[src/rtl/fetch_stage.sv]
// Instruction-fetch stage: owns the PC, keeps at most one imem request in flight, and
// fills IF/ID with fetched words or NOP bubbles around stalls, redirects and wait states.
module fetch_stage #(
  parameter logic [31:0] RESET_PC  = 32'h0000_0000,
  parameter logic [31:0] NOP_INSTR = 32'h0000_0013
) (
  input  logic        clk,
  input  logic        rst,
  input  logic        stall,
  input  logic        redirect,
  input  logic [31:0] redirect_pc,
  output logic        imem_req,
  output logic [31:0] imem_addr,
  input  logic        imem_ack,
  input  logic [31:0] imem_rdata,
  output logic [31:0] if_id_instr_data,
  output logic [31:0] if_id_pc
);

  typedef enum logic [1:0] {
    S_REQ  = 2'd0,
    S_HOLD = 2'd1,
    S_KILL = 2'd2
  } state_t;

  state_t      r_state;
  logic [31:0] r_pc;
  logic [31:0] r_req_addr;
  logic [31:0] r_pend_pc;
  logic [31:0] r_buf_instr;
  logic [31:0] r_if_instr;
  logic [31:0] r_if_pc;
  logic        r_imem_req;

  logic [31:0] w_redir_pc;
  logic        w_unused_lsbs;

  // Targets are word aligned; the low two bits of redirect_pc carry no information.
  assign w_redir_pc    = {redirect_pc[31:2], 2'b00};
  assign w_unused_lsbs = ^redirect_pc[1:0];

  assign imem_req         = r_imem_req;
  assign imem_addr        = r_req_addr;
  assign if_id_instr_data = r_if_instr;
  assign if_id_pc         = r_if_pc;

  // Fetch FSM: PC, request address, held instruction and IF/ID register.
  always_ff @(posedge clk) begin
    if (rst) begin
      r_state     <= S_REQ;
      r_pc        <= RESET_PC;
      r_req_addr  <= RESET_PC;
      r_pend_pc   <= 32'h0000_0000;
      r_buf_instr <= 32'h0000_0000;
      r_if_instr  <= NOP_INSTR;
      r_if_pc     <= RESET_PC;
      r_imem_req  <= 1'b1;
    end else begin
      case (r_state)
        S_REQ: begin
          if (imem_ack) begin
            if (redirect) begin
              r_if_instr <= NOP_INSTR;
              r_if_pc    <= w_redir_pc;
              r_pc       <= w_redir_pc;
              r_req_addr <= w_redir_pc;
            end else if (!stall) begin
              r_if_instr <= imem_rdata;
              r_if_pc    <= r_req_addr;
              r_pc       <= r_req_addr + 32'd4;
              r_req_addr <= r_req_addr + 32'd4;
            end else begin
              // Decode is stalled: park the word and stop requesting until it is consumed.
              r_buf_instr <= imem_rdata;
              r_state     <= S_HOLD;
              r_imem_req  <= 1'b0;
            end
          end else begin
            if (redirect) begin
              // The in-flight address must stay stable, so drain it before retargeting.
              r_pend_pc  <= w_redir_pc;
              r_if_instr <= NOP_INSTR;
              r_if_pc    <= w_redir_pc;
              r_state    <= S_KILL;
            end else if (!stall) begin
              r_if_instr <= NOP_INSTR;
              r_if_pc    <= r_pc;
            end else begin
              r_if_instr <= r_if_instr;
            end
          end
        end
        S_HOLD: begin
          if (redirect) begin
            r_if_instr <= NOP_INSTR;
            r_if_pc    <= w_redir_pc;
            r_pc       <= w_redir_pc;
            r_req_addr <= w_redir_pc;
            r_state    <= S_REQ;
            r_imem_req <= 1'b1;
          end else if (!stall) begin
            r_if_instr <= r_buf_instr;
            r_if_pc    <= r_pc;
            r_pc       <= r_pc + 32'd4;
            r_req_addr <= r_pc + 32'd4;
            r_state    <= S_REQ;
            r_imem_req <= 1'b1;
          end else begin
            r_state <= S_HOLD;
          end
        end
        S_KILL: begin
          r_if_instr <= NOP_INSTR;
          r_if_pc    <= redirect ? w_redir_pc : r_pend_pc;
          if (redirect) begin
            r_pend_pc <= w_redir_pc;
          end else begin
            r_pend_pc <= r_pend_pc;
          end
          if (imem_ack) begin
            r_pc       <= redirect ? w_redir_pc : r_pend_pc;
            r_req_addr <= redirect ? w_redir_pc : r_pend_pc;
            r_state    <= S_REQ;
          end else begin
            r_state <= S_KILL;
          end
        end
        default: begin
          r_state    <= S_REQ;
          r_imem_req <= 1'b1;
        end
      endcase
    end
  end

endmodule

[config.mk]
export PLATFORM = sky130hd
export DESIGN_NAME = fetch_stage
export DESIGN_NICKNAME = d
export VERILOG_FILES = /design/src/rtl/fetch_stage.sv
export SDC_FILE = /design/constraint.sdc
export NUM_CORES = 1
export LEC_CHECK = 0
export CAP_MARGIN = 15
export CORE_UTILIZATION = 40
export CTS_CLUSTER_SIZE = 24
export DETAILED_ROUTE_END_ITERATION = 8
export GPL_ROUTABILITY_DRIVEN = 0
export HOLD_SLACK_MARGIN = 0.03
export SYNTH_ARGS = -nofsm -noshare
export SYNTH_HDL_FRONTEND = slang
export SYNTH_SLANG_ARGS = --single-unit
[constraint.sdc]
create_clock -name clk -period 5.1 [get_ports clk]
set_input_delay 1.02 -clock clk [delete_from_list [all_inputs] [get_ports clk]]
set_output_delay 1.02 -clock clk [all_outputs]
set_load 0.005 [all_outputs]
==> results.toml <==
[sta]
fin_crit_sh = 0.655
rsz0062_at_grt = "no"
timing.final.max_slew_violations = 0
slew_headroom = 0.298
holdWs_ps = 450
fin_crit_ps = 3340
fmax_ghz = 0.299
finClkSkew_ps = 12.2
fin_setup_tns_ps = 0
hold_violations = 0
setup_viol = 0
worst_slew_pin_slew_ps = 1050

[grt]
grt_use_total = 0.252
grt_pass1_wl_um = 48300
use_met3 = 0.0350
grt_busiest_layer = "met2"
grt_start_max_net_pins = 65
gr-usage-met2 = 0.416
grt-ovfl-total = 0
antenna_found_initial = 0
met1_usage = 0.339
grt_pass1_vias = 8979

[detailed_routing]
drcViolationCount = 0
routed_wl_um = 30100
drtAntennaViolNets = 0
drt_iter0_drc = 747
firstDrtPassIters = 5
viasPerCell = 5.83
route.vias.total = 9543
wire_per_inst_um = 18.4

[logic_synthesis]
syn_area_per_cell_um2 = 7.62
synth.distinct_cells = 59
ys.flop_type = "dfxtp_1"
yosys-top-cells-area = "dfxtp_1 (35%), nand2_1 (7.4%), a21oi_1 (7.1%)"
synthTopCellsByCount = "nand2_1 (185), dfxtp_1 (163), a21oi_1 (132)"
yosys_warnings = 0
async_reset_ff_frac = 0
synth_edf_count = 0
synth_top_cell_by_area = "dfxtp_1"
syn_area_mm2 = 0.00933
synth_nets = 1299
synth_top_area_share = 0.350
synth.most_common_cell = "nand2_1"
ys_seq_area_frac = 0.350
synthCells = 1225
synth-seq-cells = 163

[outcome]
outcome = "complete, no violations"

[setup_path]
worstPathRequired_ps = 5450
end_kind = "flip-flop"
crit_cells = 7
crit_arrival_ps = 3690
slowest_delay_ps = 870
timing.rr.start = "r_state[1]"
r2r_setup_slack_ps = 1760
path_class = "reg -> reg"
endpoint = "imem_addr[31]"
r2r_cells = 7
r2r-end = "imem_addr[31]"
crit_fanout = 41
crit_path_top_delay_cell = "o221a_2"
worstPathCellList = "inv_1 > ha_2 > nor2_1 > o221a_2 > nand2_1 > or4_1 > a211oi_1"
start_kind = "flip-flop"
cp_top_family = "compound AO/OA/AOI/OAI gates"
crit_buf_inv = 1
crit_start = "r_state[1]"

[place]
placed_area_mm2 = 0.0111
dp_hpwl_um = 19300
io_buffers = 163

[cells_and_area]
layout-drive-gt1-share = 0.0824
fill_cells = 2250
design_area_mm2 = 0.0117
nNetsFinal = 1385
antennaDiodeCount = 0
area_delta_synth_final_pct = 25.0

[power]
p_per_area_mw_per_mm2 = 325
ir_drop_mv = 0.217
leakage_uw = 0.00436

[floorplan]
core-area_mm2 = 0.0228
core.rowCount = 55
ios = 166
die_h_um = 155
initial_core_util = 0.410
die_w_um = 155
dieArea_mm2 = 0.0239

[cts]
htree_levels = 4
post_cts_resize_count = 0
insertion_delay_ps = 430
cts_buffers = 17
clk_pin_slew_ps = 70
cts_sinks = 163
cts_root_buffer = "clkbuf_16"
clockBufferDepth = 2
cts_setup_buffers = 0
cts_hold_buf = 0
tritoncts = "built"

[min_path]
hold_class = "reg -> reg"

[flow_run]
drv_cap = 0
==> final cells by class <==
cell class / count / area (µm²) / share of cell area
clock buffer: 17 / 425 / 0.0365
clock inverter: 14 / 166 / 0.0143
inverter: 13 / 48.8 / 0.00418
multi-input combinational: 929 / 5570 / 0.478
sequential: 163 / 3260 / 0.280
tap: 313 / 392 / 0.0336
timing repair buffer: 187 / 1800 / 0.154
==> layer usage <==
layer  routed length, µm  vias to the layer above
met5                   0                        -
met4                 466                        0
met3                1610                       40
met2               14000                      318
met1               14100                     4563
li1                    -                     4622
==> worst min-delay path by stage <==
stage                               start               to  slack, ps  depth (start not counted)
after detailed placement  r_buf_instr[14]  r_buf_instr[14]        440                          2
final                     r_buf_instr[17]  r_buf_instr[17]        450                          2
after global placement    r_buf_instr[10]  r_buf_instr[10]        440                          2
after global routing      r_buf_instr[10]  r_buf_instr[10]        470                          2
after CTS                 r_buf_instr[14]  r_buf_instr[14]        450                          2
after floorplan           r_buf_instr[10]  r_buf_instr[10]        430                          2
==> power by group <==
group          switching, µW  total (µW)  internal, µW  leakage, µW
Combinational            508         947           440      0.00274
Clock                    591        1330           736     0.000287
Sequential               137        1510          1380      0.00133
==> flip-flops by register name, summed over array words and instances (netlist names) <==
name and count:
if_id_instr_data 32, imem_req 1, imem_addr 32, if_id_pc 32, r_state 2, r_buf_instr 32
r_pend_pc 32
==> cells by family (layout without fill, tap and decap cells) <==
kind of cell | Yosys count | after routing | share of synthesized area
and+or+nand+nor | 472 | 472 | 0.241
AOI/OAI and AO/OA | 358 | 358 | 0.242
DFF | 163 | 163 | 0.350
buffers and inverters | 133 | 231 | 0.0563
muxes | 88 | 88 | 0.0985
xor gates and xnor gates | 6 | 6 | 0.00563
adders and majority gates | 5 | 5 | 0.00670
==> layout by cell type, fill, tap and decap left out, drive strengths merged, types with 6 or more instances in the layout <==
cell / Yosys / routed
buf: 29 / 28
and3b: 17 / 17
a21boi: 8 / 8
a311oi: 9 / 9
xnor2: 6 / 6
nand2b: 13 / 13
nand4: 9 / 9
a211oi: 26 / 26
or4: 10 / 10
nor4: 8 / 8
o21ai: 50 / 50
a221oi: 21 / 21
clkdlybuf4s50: 0 / 159
dfxtp: 163 / 163
nand3: 14 / 14
nand2: 185 / 185
and3: 31 / 31
clkbuf: 91 / 17
inv: 12 / 20
a21oi: 132 / 132
a31oi: 44 / 44
o211ai: 25 / 25
nor3: 57 / 57
mux2i: 57 / 57
nor2: 109 / 109
mux2: 31 / 31
nor2b: 6 / 6
==> stage by stage <==
stage,power [µW],instances,util,worst slack [ps]
global route,3980,1636,0.512,1410
finish,3790,1636,0.512,1760
detailed placement,2480,1605,0.486,1450
global placement,2470,1605,0.486,1500
CTS,3810,1636,0.512,1730
floorplan,2080,1225,-,2520
==> worst min-delay path, cell delays in order (launching register included) <==
cell	delay [ps]
dfxtp_1	310
nand2_1	50
a21oi_1	50
(Power assumes the default switching activity.)
